[src/rtl/seq_divider_pkg.sv]
// Shared widths, FSM encoding and constants for the sequential restoring divider.
package seq_divider_pkg;

  localparam int DW = 11;
  localparam int VW = 10;

  typedef enum logic [1:0] {
    IDLE = 2'd0,
    CALC = 2'd1,
    DONE = 2'd2
  } state_t;

  // Quotient reported when the divisor is zero (saturates to all ones).
  localparam logic [DW-1:0] DIV0_QUOTIENT = '1;

endpackage

[src/rtl/seq_divider_div_step.sv]
// One restoring-division step: shift in a dividend bit, then subtract the divisor if it fits.
module div_step #(
  parameter int VW = 10
) (
  input  logic [VW:0]   partial,
  input  logic          in_bit,
  input  logic [VW-1:0] divisor,
  output logic [VW:0]   next_partial,
  output logic          q_bit
);

  logic [VW:0] shifted;
  logic [VW:0] trial;

  // partial < divisor always holds, so dropping its MSB on the shift loses nothing.
  always_comb begin
    shifted      = {partial[VW-1:0], in_bit};
    trial        = shifted - {1'b0, divisor};
    q_bit        = (shifted >= {1'b0, divisor});
    next_partial = q_bit ? trial : shifted;
  end

endmodule

[src/rtl/seq_divider.sv]
// Multi-cycle restoring divider with valid/ready handshakes on both sides.
module seq_divider
  import seq_divider_pkg::*;
#(
  parameter int DW = seq_divider_pkg::DW,
  parameter int VW = seq_divider_pkg::VW
) (
  input  logic          clk,
  input  logic          rst_n,
  input  logic          in_valid,
  output logic          in_ready,
  input  logic [DW-1:0] dividend,
  input  logic [VW-1:0] divisor,
  output logic          out_valid,
  input  logic          out_ready,
  output logic [DW-1:0] quotient,
  output logic [VW-1:0] remainder,
  output logic          div_by_zero
);

  localparam int CW = $clog2(DW);

  state_t        state;
  logic [DW-1:0] shift_reg;
  logic [VW-1:0] divisor_reg;
  logic [VW:0]   partial;
  logic [CW-1:0] count;

  logic [VW:0]   next_partial;
  logic          q_bit;

  div_step #(.VW(VW)) u_step (
    .partial      (partial),
    .in_bit       (shift_reg[DW-1]),
    .divisor      (divisor_reg),
    .next_partial (next_partial),
    .q_bit        (q_bit)
  );

  // The dividend shifts out of the MSB while quotient bits fill in from the LSB.
  always_ff @(posedge clk or negedge rst_n) begin
    if (!rst_n) begin
      state       <= IDLE;
      in_ready    <= 1'b1;
      out_valid   <= 1'b0;
      shift_reg   <= '0;
      divisor_reg <= '0;
      partial     <= '0;
      count       <= '0;
      quotient    <= '0;
      remainder   <= '0;
      div_by_zero <= 1'b0;
    end else begin
      case (state)
        IDLE: begin
          if (in_valid) begin
            in_ready <= 1'b0;
            if (divisor == '0) begin
              state       <= DONE;
              out_valid   <= 1'b1;
              quotient    <= DIV0_QUOTIENT;
              remainder   <= '0;
              div_by_zero <= 1'b1;
            end else begin
              state       <= CALC;
              shift_reg   <= dividend;
              divisor_reg <= divisor;
              partial     <= '0;
              count       <= CW'(DW - 1);
            end
          end
        end
        CALC: begin
          shift_reg <= {shift_reg[DW-2:0], q_bit};
          partial   <= next_partial;
          count     <= count - CW'(1);
          if (count == '0) begin
            state       <= DONE;
            out_valid   <= 1'b1;
            quotient    <= {shift_reg[DW-2:0], q_bit};
            remainder   <= next_partial[VW-1:0];
            div_by_zero <= 1'b0;
          end
        end
        DONE: begin
          if (out_ready) begin
            state     <= IDLE;
            out_valid <= 1'b0;
            in_ready  <= 1'b1;
          end
        end
        default: begin
          state     <= IDLE;
          out_valid <= 1'b0;
          in_ready  <= 1'b1;
        end
      endcase
    end
  end

endmodule

[config.mk]
export PLATFORM = sky130hd
export DESIGN_NAME = seq_divider
export DESIGN_NICKNAME = d
export VERILOG_FILES = /design/src/rtl/seq_divider_pkg.sv /design/src/rtl/seq_divider_div_step.sv /design/src/rtl/seq_divider.sv
export SDC_FILE = /design/constraint.sdc
export NUM_CORES = 1
export LEC_CHECK = 0
export CORE_UTILIZATION = 58
export DETAILED_ROUTE_END_ITERATION = 10
export GPL_TIMING_DRIVEN = 0
export PLACE_DENSITY = 0.93
export SKIP_CTS_REPAIR_TIMING = 1
export SLEW_MARGIN = 15
export SYNTH_ARGS = -nofsm -noshare
export SYNTH_HDL_FRONTEND = slang
export SYNTH_SLANG_ARGS = --single-unit
[constraint.sdc]
create_clock -name clk -period 4.9 [get_ports clk]
set_input_delay 1.47 -clock clk [delete_from_list [all_inputs] [get_ports clk]]
set_output_delay 1.47 -clock clk [all_outputs]
set_load 0.005 [all_outputs]
Word level (Yosys, flattened, before mapping). Cells that the tools add are included.

Flip-flop bits (word level): 61. Bits in latches: 0. Bits in writable memories: 0. Memory bits (read-only): 0. Output and inout bits: 24. Memories kept: 0.

Add/sub/neg operators: 2. Multiply operators: 0. Divide/modulo/power cells: 0. $lt $le $gt $ge: 1. Eq/ne operators: 7. Shifts and indexed selects: 0. Muxes and demuxes: 33. Bitwise logic cells: 2. Reductions and logical operators: 10.

Operators by type and width (number): 2-to-1 mux 10 bit (6); 2-to-1 mux 11 bit (5); one-hot mux 11 bit (2 select lines) (2); one-hot mux 10 bit (2 select lines) (2); AND reduction 3 bit (4); greater-or-equal comparator 11 x 10 -> 1 bit (1); logical NOT 10 bit (1); inequality test 2 bit (second input constant) (5); subtractor 10 bit (1); 2-to-1 mux 2 bit (4); 2-to-1 mux 4 bit (2); one-hot mux 4 bit (2 select lines) (1); AND reduction 4 bit (2); 2-to-1 mux 1 bit (7); one-hot mux 1 bit (3 select lines) (2); one-hot mux 2 bit (3 select lines) (1); logical NOT 4 bit (1); subtractor 4 x 1 -> 4 bit (second input constant) (1); equality test 2 x 1 -> 1 bit (second input constant) (1); equality test 2 bit (second input constant) (1); logical NOT 2 bit (1); inverter 1 bit (2); one-hot mux 1 bit (2 select lines) (1); nonzero test 2 bit (1).

Longest topological paths before layout. Gate-level depths: netlist of run 1.

Depth after elaboration: 4. Depth in mapped cells: 10. Gate-level depth less buffers: 10.

Hierarchy. A second synthesis of run 1 with hierarchy kept.

Cells, all modules: 297. Area total of the unflattened synthesis: 3472.1 µm².

By module, submodules not included: seq_divider (instances 1, cells each 207, area an instance 2770.2 µm², seq. area each 1552.7 µm²); div_step (instances 1, cells each 90, area an instance 701.9 µm², seq. area each 0.0 µm²).

Least setup slack after synthesis of run 1. Ideal clock, no wire load.

Path type: input port to flip-flop. Start point: in divisor[1]. End point: reg remainder[2]. Data arrival time: 2605 ps. Setup slack: 2171 ps. Stages on the path: 5. Cell sequence: nor4_1 -> and4_1 -> nand3_1 -> nand2_1 -> mux2_2.

Longest elaborated chain between the ends: 3.

Ends and longest elaborated chain: start, declared (line seq_divider.sv:13) `input logic [VW-1:0] divisor,`; logical NOT 10 bit (line seq_divider.sv:58) `if (divisor == '0) begin`; inequality test 2 bit (no line); AND reduction 4 bit (no line); end signal, assigned (line seq_divider.sv:81) `remainder <= next_partial[VW-1:0];`; end, declared (line seq_divider.sv:17) `output logic [VW-1:0] remainder,`.

Every way passes these cells. A chain may end at the register's enable or synchronous reset.

Worst setup path in the final report of run 1.
Start point: in divisor[1]. End point: reg shift_reg[4].

Longest elaborated chain between the ends: 3.

Ends and longest elaborated chain: logical NOT 10 bit (line seq_divider.sv:58); inequality test 2 bit (no line); AND reduction 3 bit (no line); end signal, assigned (line seq_divider.sv:66) `shift_reg <= dividend;`; end signal, assigned (line seq_divider.sv:74) `shift_reg <= {shift_reg[DW-2:0], q_bit};`; end, declared (line seq_divider.sv:24) `logic [DW-1:0] shift_reg;`.

Every way passes these cells.

==> reports/metrics.cfg, run 1 <==
[finish]
antenna_cells = 0
final_nets = 429
drive_gt1_frac = 0.0960
n_fill_cell = 393
syn_to_final_growth_pct = 24.5

[floorplanning]
pin_count = 49
fp.dieArea_um2 = 5690
num_rows = 26
die_y_um = 75.4
core_area_um2 = 5140
start_util = 0.608
dieWidth_um = 75.4

[timing]
finalHoldViolCount = 0
worstMarginPinSlew_ns = 0.769
slew_headroom = 0.487
period_share = 0.670
fin_setup_tns_ns = 0
setup_viol = 0
maxSlewViolCount = 0
rsz0062_at_grt = no
skew_ns = 0.0111
min_period_ns = 3.29
fmaxAchievable_mhz = 304

[logic_synthesis]
async_flop_share = 1.00
synth_common_cells = 60 x dfrtp_1, 45 x nand2_1, 43 x o21ai_0
synth_edf_count = 0
synthFlopType = dfrtp_1
synth_seq_area_share = 0.489
post_synth_num_cell_types = 46
syn_inst = 332
synth.avg_cell_area_um2 = 9.41
synth_top_area_frac = 0.480
netlist_area_um2 = 3130
ys_seq_elements = 61
ys_top_cells_by_area = dfrtp_1 48%, o21ai_0 6.9%, nand2_1 5.4%, ha_1 4.8%, nor2_1 4.3%
synth_largest_area_cell = dfrtp_1
synth_most_common_cell = dfrtp_1
ys_warn_count = 0
syn-num-nets = 370

[cts]
clkLatencyLatePin_ns = 0.34
cts.htree.levels = 3
cts_tree = done
numCtsBuffers = 9
clk_pin_slew_worst_paths_ns = 0.07
clockRootBuffer = clkbuf_8
clkSinkCount = 61
cts_buffer_depth = 2

[worst_hold_path]
holdCritStartpoint = remainder[6]
min_path_type = reg2reg
whs_path_depth = 2
worstHoldEndpoint = remainder[6]

[drt]
dr_total_vias = 2766
routedWlPerCell_um = 17.6
drcViolationCount = 0
drt_iter0_markers = 231
drt-total-wl_mm = 8.19
viasPerCell = 5.94
dr.pass1.iters = 5
drtAntennaViolNets = 0

[placement]
gp_congestion = 0.909
post-dp-hpwl_mm = 5.53
port-buffer-count = 48

[global_routing]
met1_usage = 0.412
gr-usage-met3 = 0.0569
grt_pass1_vias = 2711
grt_use_total = 0.320
grt_max_degree = 62
use_met2 = 0.524
gr-total-overflow = 0
grt_pass1_wl_mm = 13.0
antenna_found_initial = 0
grt.busiest_layer = met2

[setup_path]
cp.arrival_ns = 3.50
worstPathMaxFanout = 10
start_kind = primary input
reg2reg_slack_ns = 2.33
critPathKind = in2reg
rr_startpoint = shift_reg[10]
required_ns = 5.11
reg2reg_depth = 10
reg2reg_to = remainder[8]
worstSetupEndpointType = flip-flop

[run_status]
status = complete, no violations

[job]
drv_cap = 0

[power_and_ir_drop]
power_density_nw_per_um2 = 810
ir_drop_uv = 439
p_leak_nw = 1.70
power_mw = 3.15

==> worst max-delay path, stage by stage <==
cell and delay [ns]:
clkdlybuf4s50_1 0.42, nor4_1 0.39, a41oi_1 0.23, o21ai_2 0.41
clkbuf_1 0.41, o21ai_0 0.17
==> metrics by stage <==
step / instances / utilization / setup slack, ns / cell area (µm²) / hold WS, ns
6_report: 466 / 0.757 / 1.61 / 3890 / 0.487
5_1_grt: 466 / 0.757 / 1.45 / 3890 / 0.520
3_5_place_dp: 450 / 0.718 / 1.37 / 3690 / 0.474
4_1_cts: 466 / 0.757 / 1.68 / 3890 / 0.489
3_3_place_gp: 450 / 0.719 / 0.502 / 3690 / 0.465
2_1_floorplan: 332 / - / 2.17 / 3130 / 0.460
==> kinds of logic (layout without fill, tap and decap cells) <==
kind of cell,Yosys count,in the layout,share of synthesized area
buf+inv,33,97,0.0476
simple gates,115,115,0.159
fa+ha+maj,13,13,0.0544
xor+xnor,7,7,0.0196
mux,15,15,0.0488
flops,61,61,0.489
compound gates,88,88,0.182
==> where the power goes <==
group          leakage [nW]  internal, mW  switching, mW  total, mW
Clock                0.0954         0.236          0.212      0.448
Sequential            0.721         0.755          0.162      0.918
Combinational         0.879         0.763           1.02       1.79
Total                  1.70          1.75           1.40       3.15
==> per-layer routing <==
layer  wire, µm  vias up
li1           -     1265
met5          0        -
met1       3410     1346
met4        268        0
met3        509       32
met2       4000      123
==> area by class of cell <==
type / instances / area (µm²) / share of cell area
Buffer: 15 / 81.3 / 0.0209
Tap cell: 70 / 87.6 / 0.0225
Multi-Input combinational cell: 238 / 1450 / 0.372
Inverter: 18 / 67.6 / 0.0174
Timing Repair Buffer: 48 / 478 / 0.123
Clock buffer: 9 / 124 / 0.0318
Clock inverter: 7 / 76.3 / 0.0196
Sequential cell: 61 / 1530 / 0.393
==> how the worst max path moves through the flow <==
stage	startpoint	end	slack, ns	depth (start not counted)
3_3_place_gp	rst_n	remainder[5]	0.50	1
3_5_place_dp	divisor[1]	shift_reg[4]	1.37	6
4_1_cts	divisor[1]	shift_reg[4]	1.68	6
6_report	divisor[1]	shift_reg[4]	1.61	6
2_1_floorplan	divisor[1]	remainder[2]	2.17	5
5_1_grt	divisor[1]	shift_reg[4]	1.45	6
==> cell usage in the layout (no fill, tap or decap), drive strengths merged, types with 3 or more instances in the layout <==
cell type / count
clkdlybuf4s50: 47
buf: 9
inv: 18
nor3: 14
a31oi: 5
clkbuf: 16
xor2: 3
nand3: 7
nor2: 37
a21oi: 15
mux2i: 13
ha: 12
o21ai: 46
o21bai: 3
dfrtp: 60
xnor2: 4
o31ai: 7
nand2: 45
clkinv: 4
Power figures use the tool's default switching activity.
==> inputs of run 2 (changes only) <==
- CORE_UTILIZATION: 58 -> 54
- PLACE_DENSITY: 0.93 -> 0.88
- clock period: 4.9 -> 3.1 ns (I/O delays scaled with it)
==> run 2 against run 1 <==
Effect of this change:
- final area up 0.87%
- utilization is 4.9 points lower
- register-to-register slack got worse by 1.7 ns
- critical endpoint unchanged
==> reports/metrics.cfg, run 2 (same netlist as run 1, synthesis figures left out) <==
[cts]
cts.htree.levels = 3  ; unchanged
cts_buffer_depth = 2  ; unchanged
clkSinkCount = 61  ; unchanged
numCtsBuffers = 9  ; unchanged
clockRootBuffer = clkbuf_8  ; unchanged
clkLatencyLatePin_ns = 0.34  ; about the same
clk_pin_slew_worst_paths_ns = 0.07  ; about the same
cts_tree = done  ; unchanged

[floorplanning]
core_area_um2 = 5540  ; was 5140 µm²
die_y_um = 78.1  ; was 75.4 µm
fp.dieArea_um2 = 6100  ; was 5690 µm²
num_rows = 27  ; was 26
dieWidth_um = 78.1  ; was 75.4 µm
pin_count = 49  ; unchanged
start_util = 0.564  ; was 0.608

[placement]
gp_congestion = 0.902  ; was 0.909
placed_cell_area_um2 = 3690  ; about the same
pre_cts_ws_ns = 0.0647  ; was 1.37 ns
post-dp-hpwl_mm = 5.23  ; was 5.53 mm
port-buffer-count = 48  ; unchanged

[finish]
antenna_cells = 0  ; unchanged
multi_input_area_um2 = 1450  ; unchanged
final_nets = 429  ; unchanged
n_fill_cell = 426  ; was 393
syn_to_final_growth_pct = 25.6  ; was 24.5%
mostFrequentLayoutCell = dfrtp_1  ; unchanged
mostFrequentLayoutCells = 60 x dfrtp_1, 47 x clkdlybuf4s50_1, 45 x nand2_1  ; unchanged
ff_latch_area_um2 = 1530  ; unchanged
drive_gt1_frac = 0.0909  ; was 0.0960
stdcell_area_um2 = 3930  ; was 3890 µm²

[timing]
worstMarginPinSlew_ns = 0.756  ; was 0.769 ns
period_share = 0.896
finalHoldViolCount = 0  ; unchanged
min_period_ns = 2.78
setup_viol = 0  ; unchanged
slew_headroom = 0.496  ; was 0.487
rsz0062_at_grt = no  ; unchanged
skew_ns = 0.00940  ; was 0.0111 ns
worst_slack_ns = 0.322  ; was 1.61 ns
fin_setup_tns_ns = 0  ; unchanged
maxSlewViolCount = 0  ; unchanged
fmaxAchievable_mhz = 360

[run_status]
status = complete, no violations  ; unchanged

[setup_path]
reg2reg_depth = 10  ; unchanged
required_ns = 3.29  ; was 5.11 ns
endpoint = shift_reg[4]  ; unchanged
worstPathMaxFanout = 10  ; unchanged
cp.arrival_ns = 2.97  ; was 3.50 ns
rr_startpoint = shift_reg[10]  ; unchanged
crit_path_start = divisor[1]  ; unchanged
reg2reg_slack_ns = 0.67  ; was 2.33 ns
start_kind = primary input  ; unchanged
critPathKind = in2reg  ; unchanged
reg2reg_to = remainder[8]  ; unchanged
worstSetupEndpointType = flip-flop  ; unchanged

[worst_hold_path]
min_path_type = reg2reg  ; unchanged

[drt]
drcViolationCount = 0  ; unchanged
drt-total-wl_mm = 7.37  ; was 8.19 mm
dr.pass1.iters = 5  ; unchanged
viasPerCell = 5.69  ; was 5.94
drt_iter0_markers = 206  ; was 231
dr_total_vias = 2661  ; was 2766
drtAntennaViolNets = 0  ; unchanged
routedWlPerCell_um = 15.7  ; was 17.6 µm

[global_routing]
antenna_found_initial = 0  ; unchanged
grt_use_total = 0.266  ; was 0.320
grt_max_degree = 62  ; unchanged
gr-total-overflow = 0  ; unchanged
grt_pass1_vias = 2637  ; was 2711
grt_pass1_wl_mm = 12.4  ; was 13.0 mm

[power_and_ir_drop]
p_leak_nw = 1.72  ; was 1.70 nW
ir_drop_uv = 607  ; was 439 µV
power_density_nw_per_um2 = 1270  ; was 810 nW/µm²

[job]
drv_cap = 0  ; unchanged

[run 2: cell count changes in the layout (fill, tap and decap cells not counted)]
| cell | change |
|---|---|
| bufinv_16 | +2 |
| clkbuf_1 | +2 |
| clkinv_2 | +1 |
| clkinv_4 | -3 |
| clkinvlp_4 | -2 |
[run 2: critical path, cell delays in order]
cell and delay [ns]:
clkdlybuf4s50_1 0.43, nor4_1 0.42, a41oi_1 0.25, o21ai_2 0.37
clkbuf_1 0.37, o21ai_0 0.20
[run 2: metal layers]
| layer | part of all wire | global-route usage |
|---|---|---|
| met1 | 0.46 | 0.350 |
| met3 | 0.051 | 0.0430 |
| met5 | 0 | 0 |
| met4 | 0.025 | 0.130 |
| met2 | 0.47 | 0.430 |
[run 2: cell type report]
class                   count  area share
multi-input cells         238       0.369
flip-flops and latches     61       0.389
repair buffers             48       0.122
clock buffers              11      0.0335
clock inverters             5      0.0255
well taps                  72      0.0230
inverters                  18      0.0172
plain buffers              15      0.0207
[run 2: through the flow]
stage               std cells  hold slack (ns)  total power [mW]   util
floorplan                 332            0.460              3.28      -
CTS                       468            0.496              5.01  0.708
detailed placement        452            0.474              4.13  0.667
finish                    468            0.493              5.00  0.708
global route              468            0.527              5.40  0.708
global placement          452            0.465              4.02  0.667
[run 2: how the worst min path moves through the flow]
stage | from | to | slack [ns] | depth (start not counted)
final | remainder[4] | remainder[4] | 0.49 | 2
after global routing | remainder[6] | remainder[6] | 0.53 | 2
after CTS | remainder[4] | remainder[4] | 0.50 | 2
after detailed placement | remainder[0] | remainder[0] | 0.47 | 2
after global placement | remainder[5] | remainder[5] | 0.47 | 2
after floorplan | partial[9] | partial[9] | 0.46 | 2
[run 2: where the power goes]
group	leakage [nW]	switching [mW]	internal, mW
clock network	0.117	0.301	0.532
logic	0.879	1.53	1.20
registers	0.721	0.243	1.19
==> inputs of run 3 (changes only) <==
- CTS_CLUSTER_SIZE: unset -> 16
==> results of run 3 <==
The final DEF is identical to that of run 2; final timing and power are the same.
